## src/rtl/hazard_scoreboard.sv

```systemverilog
// Hazard/forwarding controller: shift-register scoreboard of in-flight GPR writes,
// Tuse/Tnew stall resolution and D-stage forward selects, plus the HI/LO busy counter.
module hazard_scoreboard #(
  parameter int unsigned DEPTH       = 3,
  parameter int unsigned REG_AW      = 5,
  parameter int unsigned TNEW_W      = 2,
  parameter int unsigned MULT_CYCLES = 5,
  parameter int unsigned DIV_CYCLES  = 10,
  parameter int unsigned SEL_W       = 2
) (
  input  logic              clk,
  input  logic              reset,
  input  logic [REG_AW-1:0] d_rs,
  input  logic [TNEW_W-1:0] d_rs_tuse,
  input  logic [REG_AW-1:0] d_rt,
  input  logic [TNEW_W-1:0] d_rt_tuse,
  input  logic              d_we,
  input  logic [REG_AW-1:0] d_dst,
  input  logic [TNEW_W-1:0] d_tnew,
  input  logic              d_md_use,
  input  logic              e_md_start,
  input  logic              e_md_is_div,
  output logic              stall,
  output logic [SEL_W-1:0]  fwd_sel_rs,
  output logic [SEL_W-1:0]  fwd_sel_rt,
  output logic              md_busy
);

  localparam int unsigned CNT_MAX = (DIV_CYCLES > MULT_CYCLES) ? DIV_CYCLES : MULT_CYCLES;
  localparam int unsigned CNT_W   = $clog2(CNT_MAX + 1);

  logic              r_valid [1:DEPTH];
  logic [REG_AW-1:0] r_dst   [1:DEPTH];
  logic [TNEW_W-1:0] r_tnew  [1:DEPTH];
  logic [CNT_W-1:0]  r_md_cnt;

  // Lookup chains run from the oldest entry toward entry 1 so the youngest writer wins.
  logic [SEL_W-1:0]  w_rs_sel [1:DEPTH+1];
  logic [SEL_W-1:0]  w_rt_sel [1:DEPTH+1];
  logic              w_rs_haz [1:DEPTH+1];
  logic              w_rt_haz [1:DEPTH+1];

  // Entry 1: a stalled D instruction becomes an invalid bubble, so it never matches itself.
  always_ff @(posedge clk or negedge reset) begin
    if (!reset) begin
      r_valid[1] <= 1'b0;
      r_dst[1]   <= '0;
      r_tnew[1]  <= '0;
    end else if (stall) begin
      r_valid[1] <= 1'b0;
      r_dst[1]   <= '0;
      r_tnew[1]  <= '0;
    end else begin
      r_valid[1] <= d_we && (d_dst != '0);
      r_dst[1]   <= d_dst;
      r_tnew[1]  <= d_tnew;
    end
  end

  for (genvar k = 2; k <= DEPTH; k++) begin : g_shift
    always_ff @(posedge clk or negedge reset) begin
      if (!reset) begin
        r_valid[k] <= 1'b0;
        r_dst[k]   <= '0;
        r_tnew[k]  <= '0;
      end else begin
        r_valid[k] <= r_valid[k-1];
        r_dst[k]   <= r_dst[k-1];
        r_tnew[k]  <= (r_tnew[k-1] != '0) ? r_tnew[k-1] - TNEW_W'(1) : '0;
      end
    end
  end

  assign w_rs_sel[DEPTH+1] = '0;
  assign w_rt_sel[DEPTH+1] = '0;
  assign w_rs_haz[DEPTH+1] = 1'b0;
  assign w_rt_haz[DEPTH+1] = 1'b0;

  for (genvar k = 1; k <= DEPTH; k++) begin : g_lookup
    logic w_hit_rs;
    logic w_hit_rt;
    logic w_rdy;
    assign w_hit_rs = r_valid[k] && (d_rs != '0) && (r_dst[k] == d_rs);
    assign w_hit_rt = r_valid[k] && (d_rt != '0) && (r_dst[k] == d_rt);
    assign w_rdy    = (r_tnew[k] == '0);
    assign w_rs_sel[k] = w_hit_rs ? (w_rdy ? SEL_W'(k) : '0) : w_rs_sel[k+1];
    assign w_rt_sel[k] = w_hit_rt ? (w_rdy ? SEL_W'(k) : '0) : w_rt_sel[k+1];
    assign w_rs_haz[k] = w_hit_rs ? (r_tnew[k] > d_rs_tuse) : w_rs_haz[k+1];
    assign w_rt_haz[k] = w_hit_rt ? (r_tnew[k] > d_rt_tuse) : w_rt_haz[k+1];
  end

  // A start that arrives while the unit is busy is dropped, not queued.
  always_ff @(posedge clk or negedge reset) begin
    if (!reset) begin
      r_md_cnt <= '0;
    end else if (e_md_start && (r_md_cnt == '0)) begin
      r_md_cnt <= e_md_is_div ? CNT_W'(DIV_CYCLES) : CNT_W'(MULT_CYCLES);
    end else if (r_md_cnt != '0) begin
      r_md_cnt <= r_md_cnt - CNT_W'(1);
    end
  end

  assign md_busy    = (r_md_cnt != '0);
  assign fwd_sel_rs = w_rs_sel[1];
  assign fwd_sel_rt = w_rt_sel[1];
  assign stall      = w_rs_haz[1] | w_rt_haz[1] | (d_md_use & (md_busy | e_md_start));

endmodule

```

## config.mk

```make
export PLATFORM = sky130hd
export DESIGN_NAME = hazard_scoreboard
export DESIGN_NICKNAME = d
export VERILOG_FILES = /design/src/rtl/hazard_scoreboard.sv
export SDC_FILE = /design/constraint.sdc
export NUM_CORES = 1
export LEC_CHECK = 0
export BUFFER_PORTS_ARGS = -buffer_cell sky130_fd_sc_hd__buf_4
export CORE_MARGIN = 4
export CORE_UTILIZATION = 48
export CTS_CLUSTER_SIZE = 28
export DETAILED_ROUTE_END_ITERATION = 10
export PLACE_DENSITY = 0.71
export SLEW_MARGIN = 20
export SYNTH_ARGS = -nofsm -noshare
export SYNTH_HDL_FRONTEND = slang
export SYNTH_SLANG_ARGS = --single-unit
```

## constraint.sdc

```tcl
create_clock -name clk -period 5.1 [get_ports clk]
set_input_delay 0.51 -clock clk [delete_from_list [all_inputs] [get_ports clk]]
set_output_delay 0.51 -clock clk [all_outputs]
set_load 0.03 [all_outputs]
```

Word level (Yosys, flattened, before mapping)
Index checks and enable logic that the tools add are counted.

storage, ports and cells
  flip-flop bits (word level) = 28
  output and inout bits = 6
  memories kept = 0
  memory bits (read-only) = 0
  bits in latches = 0
  RAM bits = 0

cells by class
  eq/ne operators = 6
  $mul = 0
  div/mod/pow operators = 0
  shifts and indexed selects = 0
  $lt $le $gt $ge = 6
  add/sub/neg operators = 3
  reduce and logical (&&, ||, !) cells = 25
  bitwise logic cells = 4
  multiplexer cells = 23

operator list
  operator                                           count
  equality test 5 bit                                6
  two-way mux 2 bit                                  11
  nonzero test 5 bit                                 3
  logical AND 1 bit                                  14
  greater-than comparator 2 bit                      6
  two-way mux 4 bit                                  3
  two-way mux 1 bit                                  8
  zero test 2 bit                                    3
  nonzero test 2 bit                                 3
  two-way mux 5 bit                                  1
  zero test 4 bit                                    1
  nonzero test 4 bit                                 1
  subtractor 2 x 1 -> 2 bit (second input constant)  2
  subtractor 4 x 1 -> 4 bit (second input constant)  1
  bitwise OR 1 bit                                   3
  AND 1 bit                                          1

Longest topological paths before layout
  depth after elaboration = 9
  gate-level depth with buffers = 8
  depth with buffers taken out = 8

Least setup slack after synthesis
No wires, ideal clock.

  path type = register -> output
  start = register r_md_cnt[0]
  end = output stall
  setup slack = 2.464 ns
  arrival time = 2.126 ns
  cell stages (with the launch flop) = 8
  required time = 4.590 ns
  path through = dfrtp_1 -> inv_1 -> ha_1 -> nor3b_1 -> nand2b_1 -> a221oi_2 -> nand3_2 -> or2_1

between the ends
  cells in the longest elaborated chain, start to end = 4

RTL lines
  item                    line  source
  from (decl)             35    logic [CNT_W-1:0] r_md_cnt;
  from (signal assigned)  97    r_md_cnt <= e_md_is_div ? CNT_W'(DIV_CYCLES) : CNT_W'(MULT_CYCLES);
  from (signal assigned)  99    r_md_cnt <= r_md_cnt - CNT_W'(1);
  nonzero test 4 bit      103   assign md_busy = (r_md_cnt != '0);
  bitwise OR 1 bit        106   assign stall = w_rs_haz[1] | w_rt_haz[1] | (d_md_use & (md_busy | e_md_start));
  AND 1 bit               106
  bitwise OR 1 bit        106
  to (decl)               23    output logic stall,

Every way passes these cells.

Worst setup path after layout
Ends and elaborated chain as after synthesis.

==> impl_metrics.ini <==
[run_status]
outcome = finished clean

[worst_setup_path]
cp_data_required_time_ns = 4.59
crit_fanout = 9
worstRegToRegCells = 7
r2r-end = r_dst[13]
crit_arrival_ns = 2.83
regToRegSetupSlack_ns = 2.71
cp-end-kind = output port
startpoint_type = flip-flop
critPathKind = reg2out
r2r_start = r_md_cnt[0]

[routing]
drc = 0
dr.pass1.iters = 4
first_iter_violations = 70
wl_met2_mm = 1.74
met3_wirelength_microns = 162
routed.top_layer = met4
wl_met1_mm = 1.85
drt_wl_total_mm = 3.77
vias = 1324
wl_per_cell_microns = 15.3
ant_nets = 0
avgViaCountPerCell = 5.36

[floorplanning]
die_w_microns = 68.1
initial_utilization = 0.508
rows = 21
pin_count = 33
die_h_microns = 68.1
die_area_sq_um = 4640
core_sq_um = 3420

[sta]
final.setup.tns_ns = 0
rsz0062_at_grt = no
setup_viol = 0
clock.fmax_ghz = 0.299
drv_slew = 0
relSlewSlack = 0.506
timing.final.ws_setup_ns = 1.76
hold_viol = 0
min_period_ns = 3.34
tightest_slew_ns = 0.739
skew_ns = 0.0223
post-route-period-util = 0.655

[finish]
fill_cells = 296
seq_area_sq_um = 701
drive_above_1_share = 0.229
nNetsFinal = 243
antenna_cells = 0
multi_input_area_sq_um = 980
synthToLayoutAreaGrowth_pct = 19.9
fin_util = 0.609

[synth]
synth.distinct_cells = 39
syn_area_sq_um = 1730
netlist_instances = 166
seq_area_frac_synth = 0.404
synth_fp_nets = 207
yosys_register_bits = 28
synth_warnings = 0
synth_area_per_cell_sq_um = 10.4

[clocking]
postCtsHoldBufs = 0
clk_latency_ns = 0.33
clkTransAtPathRegs_ns = 0.16
cts_resized = 0
cts_buffers = 3
post-cts-setup-buffers = 0
clockBufferDepth = 2
clkSinkCount = 28
h-tree-depth = 1
cts_tree = built
cts-root-buf = clkbuf_4

[power]
pwr_density_cell_nw_per_um2 = 292
p_leak_nw = 0.908
peakVddDrop_uv = 185

[placement]
hpwl_mm = 3.08
globalplace.congestion = 0.860
io_buffer_count = 32
place_ws_ns = 2.12

[global_routing]
grt_pass1_wl_mm = 6.35
grt_pass1_vias = 1371
antenna_found_initial = 0
gr-total-overflow = 0
grt_max_degree = 29
grt_usage = 0.185

[worst_hold_path]
hp-class = in2async

[run]
maxCapViolations = 0
## report_power, final
part | switching (mW) | internal (mW)
Clock | 0.0653 | 0.0795
Combinational | 0.0908 | 0.0847
Sequential | 0.0329 | 0.255
Total | 0.189 | 0.419
## metal layers
layer	track usage	up-vias
met5	0	-
met4	0.0546	0
met3	0.0279	4
met2	0.290	29
met1	0.264	633
li1	-	658
## cells by family after synthesis
kind of cell	share of synthesized area
and+or+nand+nor	0.200
xor gates and xnor gates	0.157
DFF	0.404
AOI/OAI and AO/OA	0.0952
buffers and inverters	0.0310
adders and majority gates	0.101
muxes	0.0123
## cells in the mapped netlist, drive strengths merged
master   n  area (sq um)
xnor2   25           219
nor4     4          31.3
nand2    5          18.8
a221oi   1          15.0
nand3b   2          15.0
or4      4          37.5
o21a     1          7.51
a21oi   11          58.8
nand4b   1          8.76
inv     13          48.8
nor2     9          43.8
nand2b   2          12.5
xor2     6          52.6
and2     2          12.5
ha      14           175
or2      1          6.26
nor4b    1          8.76
o31ai    1          12.5
a32oi    1          8.76
buf      1          5.00
nor2b    3          18.8
o211ai   2          15.0
o21ai    5          25.0
dfrtp   28           701
nor3b    8          60.1
mux2i    1          10.0
nand4    6          37.5
nand3    2          15.0
mux2     1          11.3
nor3     3          20.0
a2111o   2          22.5
## how the worst max path moves through the flow
stage,startpoint,end,cells past startpoint
2_1_floorplan,r_md_cnt[0],stall,7
3_3_place_gp,r_md_cnt[0],stall,8
5_1_grt,r_md_cnt[0],stall,8
6_report,r_md_cnt[0],stall,8
3_5_place_dp,r_md_cnt[0],stall,8
4_1_cts,r_md_cnt[0],stall,8
## per-stage QoR
stage	hold slack (ns)	std cells	total power [mW]	instance area [sq um]
after floorplan	0.214	166	0.404	1730
after global placement	0.388	243	0.458	2030
after detailed placement	0.402	243	0.467	2030
after CTS	0.0651	247	0.611	2080
after global routing	0.0698	247	0.646	2080
final	0.0544	247	0.608	2080
## placed cells by master (no fill, tap or decap), types with 3 or more instances in the layout
master	synthesis	layout
o21ai_0	3	3
nor3b_1	8	8
nor2b_1	3	3
clkbuf_4	0	3
nor2_1	7	7
inv_1	13	13
xor2_1	6	6
nor4_1	3	3
nand2_1	5	5
a21oi_1	10	10
ha_1	14	14
dfrtp_1	28	28
xnor2_1	25	25
buf_4	0	32
nand4_1	6	6
## sequential cells by signal, indices dropped and copies added, names as in the netlist
name and count:
r_valid 3, r_dst 15, r_tnew 6, r_md_cnt 4
## cell type report
class,count,area share
clock inverters,1,0.0144
clock buffers,3,0.0108
multi-input cells,124,0.471
repair buffers,32,0.116
well taps,46,0.0277
inverters,13,0.0235
flip-flops and latches,28,0.337
## worst max-delay path, cell delays in order, from the launching register on
cell and delay, ns:
dfrtp_1 0.44, inv_1 0.11, ha_1 0.19, nor3b_1 0.63, nand2b_1 0.17, a221oi_2 0.32, nand3_2 0.21, or2_1 0.28
buf_4 0.17
No activity file was read; power rests on OpenSTA's default activity.
